### src/rtl/cycle_stat_ctrl.sv
// Run/halt controller for the CPU cycle-statistics counters.
// Classifies every RUN cycle as jump, taken-branch or other, with saturating counts.
module cycle_stat_ctrl #(
    parameter int unsigned CNT_W = 16
) (
    input  logic             clk,
    input  logic             RST,
    input  logic             go,
    input  logic             halt,
    input  logic             jmp,
    input  logic             br_taken,
    input  logic             clr,
    input  logic [1:0]       sel,
    output logic [CNT_W-1:0] total_cnt,
    output logic [CNT_W-1:0] jmp_cnt,
    output logic [CNT_W-1:0] br_cnt,
    output logic [CNT_W-1:0] other_cnt,
    output logic [CNT_W-1:0] disp,
    output logic [1:0]       state,
    output logic             sat
);

    typedef enum logic [1:0] {
        StIdle = 2'b00,
        StRun  = 2'b01,
        StHalt = 2'b10,
        StBad  = 2'b11
    } state_e;

    localparam logic [CNT_W-1:0] CntMax  = '1;
    localparam logic [CNT_W-1:0] CntOne  = CNT_W'(1);
    localparam logic [CNT_W-1:0] CntZero = '0;

    state_e           state_q, state_d;
    logic [CNT_W-1:0] total_q, total_d;
    logic [CNT_W-1:0] jmp_q, jmp_d;
    logic [CNT_W-1:0] br_q, br_d;
    logic [CNT_W-1:0] other_q, other_d;
    logic             sat_q, sat_d;

    always_comb begin
        state_d = state_q;
        total_d = total_q;
        jmp_d   = jmp_q;
        br_d    = br_q;
        other_d = other_q;
        sat_d   = sat_q;
        if (clr) begin
            state_d = StIdle;
            total_d = CntZero;
            jmp_d   = CntZero;
            br_d    = CntZero;
            other_d = CntZero;
            sat_d   = 1'b0;
        end else begin
            unique case (state_q)
                StIdle: begin
                    if (go) state_d = StRun;
                end
                StRun: begin
                    // A counter at max holds its value and raises the sticky flag.
                    if (total_q == CntMax) sat_d = 1'b1;
                    else                   total_d = total_q + CntOne;
                    if (jmp) begin
                        if (jmp_q == CntMax) sat_d = 1'b1;
                        else                 jmp_d = jmp_q + CntOne;
                    end else if (br_taken) begin
                        if (br_q == CntMax) sat_d = 1'b1;
                        else                br_d = br_q + CntOne;
                    end else begin
                        if (other_q == CntMax) sat_d = 1'b1;
                        else                   other_d = other_q + CntOne;
                    end
                    if (halt) state_d = StHalt;
                end
                StHalt: begin
                    if (go) state_d = StRun;
                end
                default: state_d = StIdle;
            endcase
        end
    end

    always_ff @(posedge clk or negedge RST) begin
        if (!RST) begin
            state_q <= StIdle;
            total_q <= '0;
            jmp_q   <= '0;
            br_q    <= '0;
            other_q <= '0;
            sat_q   <= 1'b0;
        end else begin
            state_q <= state_d;
            total_q <= total_d;
            jmp_q   <= jmp_d;
            br_q    <= br_d;
            other_q <= other_d;
            sat_q   <= sat_d;
        end
    end

    always_comb begin
        disp = total_q;
        unique case (sel)
            2'b00:   disp = total_q;
            2'b01:   disp = jmp_q;
            2'b10:   disp = br_q;
            2'b11:   disp = other_q;
            default: disp = total_q;
        endcase
    end

    assign total_cnt = total_q;
    assign jmp_cnt   = jmp_q;
    assign br_cnt    = br_q;
    assign other_cnt = other_q;
    assign state     = state_q;
    assign sat       = sat_q;

endmodule

### config.mk
export PLATFORM = sky130hd
export DESIGN_NAME = cycle_stat_ctrl
export DESIGN_NICKNAME = d
export VERILOG_FILES = /design/src/rtl/cycle_stat_ctrl.sv
export SDC_FILE = /design/constraint.sdc
export NUM_CORES = 1
export LEC_CHECK = 0
export CORE_ASPECT_RATIO = 1.2
export CORE_UTILIZATION = 50
export CTS_CLUSTER_DIAMETER = 30
export DETAILED_ROUTE_END_ITERATION = 12
export DONT_BUFFER_PORTS = 1
export SYNTH_ARGS = -nofsm -noshare
export SYNTH_HDL_FRONTEND = slang
export SYNTH_SLANG_ARGS = --single-unit
### constraint.sdc
create_clock -name clk -period 6.4 [get_ports clk]
set_clock_uncertainty 0.2 [all_clocks]
set_input_delay 1.28 -clock clk [delete_from_list [all_inputs] [get_ports clk]]
set_output_delay 1.28 -clock clk [all_outputs]
set_load 0.005 [all_outputs]
## Word-level counts from Yosys, hierarchy flattened

Cells that the tools add are included.
W data, S select, Z words.

| storage, ports and cells | value |
|---|---|
| flip-flop bits (word level) | 67 |
| logic and storage cells | 68 |
| output and inout port bits | 83 |

| operators by class | value |
|---|---|
| multiplexer cells | 30 |
| $add $sub $neg | 4 |
| equal/unequal tests | 17 |
| reductions and logical operators | 11 |

Operators by type and width:

| cell | count |
|---|---|
| $mux W16 | 17 |
| $add A16 B1 Y16 const B | 4 |
| $eq A16 B16 Y1 const B | 4 |
| $pmux W16 S4 | 1 |
| $mux W1 | 8 |
| $ne A2 B2 Y1 const B | 4 |
| $reduce_and A4 Y1 | 2 |
| $eq A2 B2 Y1 const B | 3 |
| $mux W2 | 3 |
| $reduce_bool A2 Y1 | 3 |
| $eq A2 B1 Y1 const B | 2 |
| $logic_not A2 Y1 | 2 |
| $ne A2 B1 Y1 const B | 2 |
| $pmux W2 S2 | 1 |
| $reduce_and A2 Y1 | 2 |
| $ne A3 B1 Y1 const B | 1 |
| $ne A3 B3 Y1 const B | 1 |
| $reduce_and A3 Y1 | 1 |
| $reduce_or A2 Y1 | 1 |

## Depth between registers and ports, before layout

Gate-level depths: netlist (run 1).

| logic depth | value |
|---|---|
| word-level depth | 7 |
| mapped depth | 7 |
| mapped depth without buffers | 6 |

## Worst setup path after synthesis (run 1)

Ideal clock, no wire load.

| timing | value |
|---|---|
| kind | in2out |
| start point | input port sel[0] |
| end point | output port disp[13] |
| required time | 4,920 ps |
| arrival time | 2,479 ps |
| stages | 3 |
| setup slack | 2,441 ps |
| path through | clkbuf_1 -> buf_2 -> mux4_2 |

| on the way | value |
|---|---|
| cells in the longest elaborated chain, start to end | 2 |

RTL lines:

| item | line | text |
|---|---|---|
| start: declaration | 13 | `input logic [1:0] sel,` |
| $eq A2 B2 Y1 (tied with other cells) | 104 | `unique case (sel)` |
| $pmux W16 S4 * | 104 |  |
| end: declaration | 18 | `output logic [CNT_W-1:0] disp,` |

Every way passes the cells marked *; elsewhere a longest branch is shown, timed or not.

## Final worst setup path (run 1)

| timing | value |
|---|---|
| start point | input port sel[0] |
| end point | output port disp[1] |

The elaborated chain is that of the path after synthesis.

==> out/metrics.cfg, run 1 <==
[synthesis]
yosys_most_used_dff=dfrtp_1
ys_types=48
synth_edf_count=0
syn_area_per_cell_sq_um=9.96
synth_nets=415
syn_area_sq_um=4010
ys_seq_elements=67
ys_warn_count=0
yosysSeqAreaShare_pct=41.9
ys_top_cells_by_area=dfrtp_1 42%, mux4_2 9.0%, xnor2_1 9.0%, nor2_1 6.6%, xor2_1 3.3%
synth_top_area_share_pct=41.9
netlist_instances=402
yosysTopAreaCell=dfrtp_1
async_reset_ff_share_pct=100

[timing]
slew_viol_final=0
hold_viol=0
fin_crit_sh_pct=51.1
min_period_ns=3.27
whs_ns=0.353
max_slew.worst_pin.slew_ns=0.942
relSlewSlack_pct=36.7
final.setup.worst_slack_ns=3.13
grt_setup_unrepaired=no
fin_tns_setup_ns=0
max_freq_ghz=0.306
setup-violations-final=0

[clock_network]
htreeDepth=3
ctsResizeCount=0
clock_sinks=67
cts_buffers=9
clk_pin_slew_ns=0.07
cts_tree=built
clock-root-buffer=clkbuf_8
post_cts_buffers=0
clock_latency_ns=0.34
clockBufferDepth=2
cts_hold_buf=0

[drt]
route.vias.total=3173
drc=0
dr.pass1.iters=4
routed_via_density=6.48
routed_wl_mm=11.1
drt_iter0_markers=168
wl_per_cell_um=22.7
detail-route-antenna-nets=0

[die]
die_w_um=83.7
die_h_um=100
die-area_sq_um=8370
core_area_sq_um=7710
start_util_pct=52.0
num_rows=35
io_pins=92

[global_route]
grt_pass1_vias=3069
grt_overflow=0
grt_first_pass_wirelength_mm=17.4
antenna_found_initial=0
track_usage_pct=27.6
grt_max_degree=73

[setup_path]
cp.arrival_ns=1.79
path_cells=mux4_2
crit_fanout=16
slowest_stage=mux4_2
worstSetupEndpointType=output port
worst_setup_path_start_kind=input port
path_delay_family=multiplexers
crit_type=input port to output port
cp.required_ns=4.92
rrSetupSlack_ns=3.93
cp_num_buf_inv=0
max_stage_delay_ns=0.51

[hold_path]
hp-class=register to register

[finish]
layout-drive-gt1-share_pct=9.55
nFillCells=737
fin_util_pct=54.4
stdcell_count=490
n_antenna_cell=0
fin_nets=407
synthToLayoutAreaGrowth_pct=4.65

[pwr]
power.density_nw_per_um2=180
peakVddDrop_mv=0.107
leakage_nw=1.58

[status]
status=finished clean

[placed_design]
dpl.hpwl_mm=8.16
io_buffer_count=0
pre_cts_ws_ns=3.13
dp_cells=475
gp_congestion=0.876

[flow_run]
max_cap_viol_count=0

worst paths after layout:
path,start,to,cells past startpoint
min reg2reg,other_cnt[10],other_cnt[10],1
max,sel[0],disp[1],1
max in group asynchronous,RST,other_cnt[1],0
max reg2reg,state[1],other_cnt[10],5
min in group asynchronous,RST,total_cnt[4],0
min,other_cnt[10],other_cnt[10],1
metrics by stage:
stage | area (sq um) | power, mW
floorplan | 4010 | 0.464
global placement | 4030 | 0.457
CTS | 4190 | 0.760
detailed placement | 4030 | 0.457
finish | 4190 | 0.754
global route | 4190 | 0.781
placed cells by master, fill, tap and decap left out, types with 2 or more instances in the layout:
master / synthesis / layout
o21ai_0: 6 / 6
or2_2: 2 / 2
a21oi_1: 9 / 9
inv_1: 7 / 7
nand2b_1: 3 / 3
mux4_2: 16 / 16
nand3_1: 21 / 21
mux2i_1: 2 / 2
nor4b_1: 5 / 5
nor2_1: 70 / 70
o41ai_1: 3 / 3
a211oi_1: 7 / 7
xor2_1: 15 / 15
o211ai_1: 2 / 2
dfrtp_1: 67 / 67
nor3b_1: 5 / 5
clkinv_2: 0 / 3
and4_1: 10 / 10
nor2b_1: 3 / 3
nor4_2: 2 / 2
nand4_1: 18 / 18
and2_1: 3 / 3
and3_1: 6 / 6
nor4_1: 6 / 6
nor3_1: 12 / 12
ha_1: 4 / 4
or3_1: 3 / 3
xnor2_1: 41 / 41
clkbuf_1: 13 / 2
nand2_1: 19 / 19
clkbuf_8: 0 / 10
cells by family after synthesis:
family / synth area share (%)
AOI/OAI and AO/OA: 6.19
xor gates and xnor gates: 12.2
adders and majority gates: 1.25
buffers and inverters: 2.87
DFF: 41.9
muxes: 9.50
and+or+nand+nor: 26.1
flip-flops by register name, indices dropped and copies added, names as in the netlist:
register / cells
state: 2
jmp_cnt: 16
sat: 1
total_cnt: 16
other_cnt: 16
br_cnt: 16
layout make-up:
class	count	area [sq um]	area share, %
Multi-Input combinational cell	309	2210	52.8
Sequential cell	67	1680	40.0
Clock buffer	12	145	3.46
Tap cell	92	115	2.75
Inverter	7	26.3	0.627
Clock inverter	3	15.0	0.358
per-layer routing:
layer	routed length, um	vias to the layer above	share of wire, %	global-route usage, %
met4	315	0	2.8	12.0
met3	919	20	8.3	8.88
li1	-	1442	-	-
met2	5360	126	48	44.3
met1	4530	1585	41	34.3
met5	0	-	0	0
synth_stat cells, types with 2 or more instances:
library cell / instances
a211oi_1: 7
a21oi_1: 9
and2_1: 3
and3_1: 6
and4_1: 10
buf_1: 2
buf_2: 2
buf_6: 2
clkbuf_1: 13
dfrtp_1: 67
ha_1: 4
inv_1: 7
mux2i_1: 2
mux4_2: 16
nand2_1: 19
nand2b_1: 3
nand3_1: 21
nand4_1: 18
nor2_1: 70
nor2b_1: 3
nor3_1: 12
nor3b_1: 5
nor4_1: 6
nor4_2: 2
nor4b_1: 5
o211ai_1: 2
o21ai_0: 6
o41ai_1: 3
or2_2: 2
or3_1: 3
xnor2_1: 41
xor2_1: 15
power by group:
part	switching, mW	total (mW)	internal, mW
Sequential	0.00610	0.432	0.426
Clock	0.158	0.305	0.147
Combinational	0.00650	0.0167	0.0102
Total	0.170	0.754	0.584
Power figures use the tool's default switching activity.
==> run 2, diff against run 1 <==
Settings changed: PLACE_DENSITY set to 0.68.
Clock period 6.4 ns to 2.67 ns, I/O delays scaled along.
==> run 2 against run 1 <==
Sequential power rose by 140%. Combinational power rose to 4.1 times the previous value. Non-clock buffer count grew 6. First-iteration DRC count up 12%. Power rose to 2.6 times the previous value. Register-to-register slack got worse by 3.5 ns. Global-route usage is 0.43 points lower. Design area up 2.4%. Largest power group unchanged. Highest routed layer unchanged.
==> out/metrics.cfg, run 2 (same netlist as run 1, synthesis figures left out) <==
[timing]
whs_ns=0.0508
fin_tns_setup_ns=0
grt_setup_unrepaired=no
max_freq_ghz=0.444
relSlewSlack_pct=43.6
hold_viol=0
fin_crit_sh_pct=84.3
slew_viol_final=0
setup-violations-final=0
min_period_ns=2.25
max_slew.worst_pin.slew_ns=0.839

[placed_design]
io_buffer_count=0
dp_cells=479
gp_congestion=0.886
dpl.hpwl_mm=7.88

[global_route]
grt_first_pass_wirelength_mm=17.2
grt_overflow=0
antenna_found_initial=0
grt_max_degree=73
grt_pass1_vias=3044
track_usage_pct=27.2

[clock_network]
ctsResizeCount=0
cts_tree=built
post_cts_buffers=0
clock-root-buffer=clkbuf_8
clockBufferDepth=2
cts_buffers=9
clock_sinks=67
clk_pin_slew_ns=0.07
clock_latency_ns=0.34
htreeDepth=3
cts_hold_buf=2

[finish]
stdcell_count=496
fin_nets=413
synthToLayoutAreaGrowth_pct=7.19
mostFrequentLayoutCell=nor2_1
n_antenna_cell=0
layout-drive-gt1-share_pct=10.6
final_cell_mix=70 x nor2_1, 67 x dfrtp_1, 41 x xnor2_1, 21 x nand3_1, 19 x nand2_1

[drt]
detail-route-antenna-nets=0
dr.pass1.iters=5
wl_per_cell_um=21.6
route.vias.total=3208
routed_wl_mm=10.7
routed_via_density=6.47
drc=0
drt_iter0_markers=188

[setup_path]
path_delay_family=simple AND/OR/NAND/NOR gates
crit_fanout=8
crit_type=register to register
worstSetupEndpointType=register
cp.arrival_ns=2.26
path_cells=or4b_1, nor3_4, o211ai_2, o21ai_0, o41ai_1
cp_num_buf_inv=0
cp.required_ns=2.68
slowest_stage=or4b_1
worst_setup_path_start_kind=register
max_stage_delay_ns=0.66

[die]
die-area_sq_um=8370
num_rows=35
io_pins=92
die_w_um=83.7
start_util_pct=52.0
core_area_sq_um=7710
die_h_um=100

[pwr]
leakage_nw=1.63
total_power_mw=1.94
peakVddDrop_mv=0.244
power.density_nw_per_um2=452

[hold_path]
hp-class=input port to register

[status]
status=finished clean

[flow_run]
max_cap_viol_count=0

[run 2: changes by cell type in the layout (fill, tap and decap cells not counted), sizes merged]
cell         change
buf              +5
clkinv           -2
bufinv           +1
clkbuf           +1
dlygate4sd3      +1
[run 2: layer usage]
metal	vias up	GRT usage (%)	wire, um
met3	22	8.72	1030
li1	1461	-	-
met5	-	0	0
met2	153	41.9	5120
met4	0	12.4	354
met1	1572	35.1	4230
[run 2: worst paths after layout]
check                         startpoint  cells after the start            end  slack (ns)
min in group asynchronous            RST                      2    jmp_cnt[13]        0.58
max reg2reg                     state[1]                      5  other_cnt[10]        0.42
min                                  clr                      1   other_cnt[9]        0.05
max                             state[1]                      5  other_cnt[10]        0.42
max in group asynchronous            RST                      2      br_cnt[9]        1.43
min reg2reg                other_cnt[10]                      1  other_cnt[10]        0.44
[run 2: area by class of cell]
cell class	instances	area (sq um)
fillers	699	3410
multi-input cells	309	2210
flip-flops and latches	67	1680
clock buffers	13	159
well taps	92	115
repair buffers	6	67.6
clock inverters	2	35.0
inverters	7	26.3
[run 2: stage by stage]
stage,setup WS [ns],util [%],cell area [sq um]
floorplan,0.203,-,4010
global placement,0.469,52.7,4060
detailed placement,0.415,52.7,4060
CTS,0.441,55.7,4290
global route,0.272,55.7,4290
finish,0.418,55.7,4290
[run 2: worst register-to-register path: stages (launching register included)]
cell and delay, ns:
dfrtp_1 0.46, or4b_1 0.67, nor3_4 0.37, o211ai_2 0.16, o21ai_0 0.16, o41ai_1 0.10
[run 2: where the power goes]
group	total [mW]	switching, mW	internal (mW)
Combinational	0.0682	0.0378	0.0304
Sequential	1.04	0.0145	1.02
Clock	0.838	0.361	0.477
==> run 3, diff against run 2 <==
Clock period 2.67 ns to 2 ns, I/O delays scaled along.
==> run 3 against run 2 <==
The flow now finishes with violations (negative hold slack, negative setup slack). Global-route usage grew 3.0 points. Design area is 18% higher. Sequential power grew 33%. Critical path type is now register to output port.
==> out/metrics.cfg, run 3 (same netlist as run 1, synthesis figures left out) <==
[status]
status=finished, violations left
violations=negative hold slack, negative setup slack

[timing]
max_freq_ghz=0.494
fin_tns_setup_ns=-0.0398
whs_ns=-0.453
slew_viol_final=0
max_slew.worst_pin.slew_ns=0.430
hold_viol=67
grt_setup_unrepaired=yes
fin_crit_sh_pct=101
relSlewSlack_pct=71.1
setup-violations-final=4
min_period_ns=2.02
final.setup.worst_slack_ns=-0.0225

[drt]
routed_wl_mm=12.3
wl_per_cell_um=21.4
routed_via_density=6.23
drc=0
drt_iter0_markers=251
route.vias.total=3583
detail-route-antenna-nets=0
dr.pass1.iters=4

[setup_path]
worst_setup_path_start_kind=register
cp.required_ns=1.40
slowest_stage=mux4_2
crit_fanout=4
rrSetupSlack_ns=0.01
path_delay_family=multiplexers
cp.arrival_ns=1.42
worstSetupEndpointType=output port
max_stage_delay_ns=0.49
cp_num_buf_inv=1
crit_type=register to output port
path_cells=buf_6, mux4_2

[clock_network]
htreeDepth=3
cts_tree=built
clockBufferDepth=2
clk_pin_slew_ns=0.07
clock-root-buffer=clkbuf_8
cts_buffers=9
cts_hold_buf=3
clock_latency_ns=0.34
clock_sinks=67

[die]
die_w_um=83.7
start_util_pct=52.0
num_rows=35
io_pins=92
core_area_sq_um=7710
die_h_um=100
die-area_sq_um=8370

[global_route]
track_usage_pct=30.1
grt_pass1_vias=3522
grt_first_pass_wirelength_mm=19.1
antenna_found_initial=0
grt_max_degree=68
grt_overflow=0

[placed_design]
dpl.hpwl_mm=8.83
gp_congestion=0.891
io_buffer_count=0
pre_cts_ws_ns=-0.106

[finish]
fin_nets=493
n_antenna_cell=0
synthToLayoutAreaGrowth_pct=26.2
fin_util_pct=65.6
mostFrequentLayoutCell=nor2_1
layout-drive-gt1-share_pct=29.8
final_cell_mix=69 x nor2_1, 62 x dfrtp_1, 56 x buf_4, 41 x xnor2_1, 27 x buf_6

[pwr]
leakage_nw=2.05
power.density_nw_per_um2=478
peakVddDrop_mv=0.413

[flow_run]
max_cap_viol_count=0

[hold_path]
hp-class=input port to async pin

[run 3: worst reg2reg max path: stages, from the launching register on]
cell     delay, ns
dfrtp_1       0.41
or4b_4        0.59
nor3_4        0.17
buf_6         0.15
nand4_1       0.09
xor2_1        0.17
nor2_1        0.12
[run 3: metrics by stage]
stage                     total power [mW]  instances  hold slack, ns  cell area [sq um]
after floorplan                       1.49        402         -0.0956               4020
after global placement                1.48        545         -0.0927               4560
after detailed placement              1.48        545         -0.0938               4560
after CTS                             2.43        572          -0.466               4890
after global routing                  2.51        575          -0.476               5050
final                                 2.42        575          -0.453               5050
[run 3: metal layers]
| layer | vias up | global-route usage (%) | share of wire, % |
|---|---|---|---|
| li1 | 1618 | - | - |
| met2 | 157 | 48.3 | 49 |
| met5 | - | 0 | 0 |
| met1 | 1781 | 38.3 | 38 |
| met3 | 27 | 8.96 | 9.2 |
| met4 | 0 | 12.6 | 2.9 |
[run 3: repair_timing]
action                     4_1_cts  5_1_grt
setup buffers                   10        3
resized for setup               17       34
cloned                           0        0
setup endpoints to repair       24       45
pin swaps                        2       12
hold endpoints to repair       133       67
[run 3: area by class of cell]
class,count,area (sq um)
flip-flops and latches,67,1680
well taps,92,115
multi-input cells,309,2310
fillers,610,2650
clock buffers,10,128
inverters,7,26.3
repair buffers,86,772
clock inverters,4,20.0
[run 3: worst paths after layout]
kind                                 end  cells past startpoint     startpoint
max                              disp[1]                      2   total_cnt[1]
min                          jmp_cnt[14]                      0            RST
max reg2reg                other_cnt[12]                      6       state[1]
min reg2reg                other_cnt[10]                      2  other_cnt[10]
max in group asynchronous     jmp_cnt[3]                      0            RST
min in group clk                     sat                      2            jmp
[run 3: power breakdown]
group / total, mW / switching, mW / leakage, nW / internal (mW)
Combinational: 0.122 / 0.0613 / 1.05 / 0.0611
Clock: 0.921 / 0.494 / 0.0815 / 0.427
Sequential: 1.38 / 0.0112 / 0.926 / 1.36
Total: 2.42 / 0.566 / 2.05 / 1.85
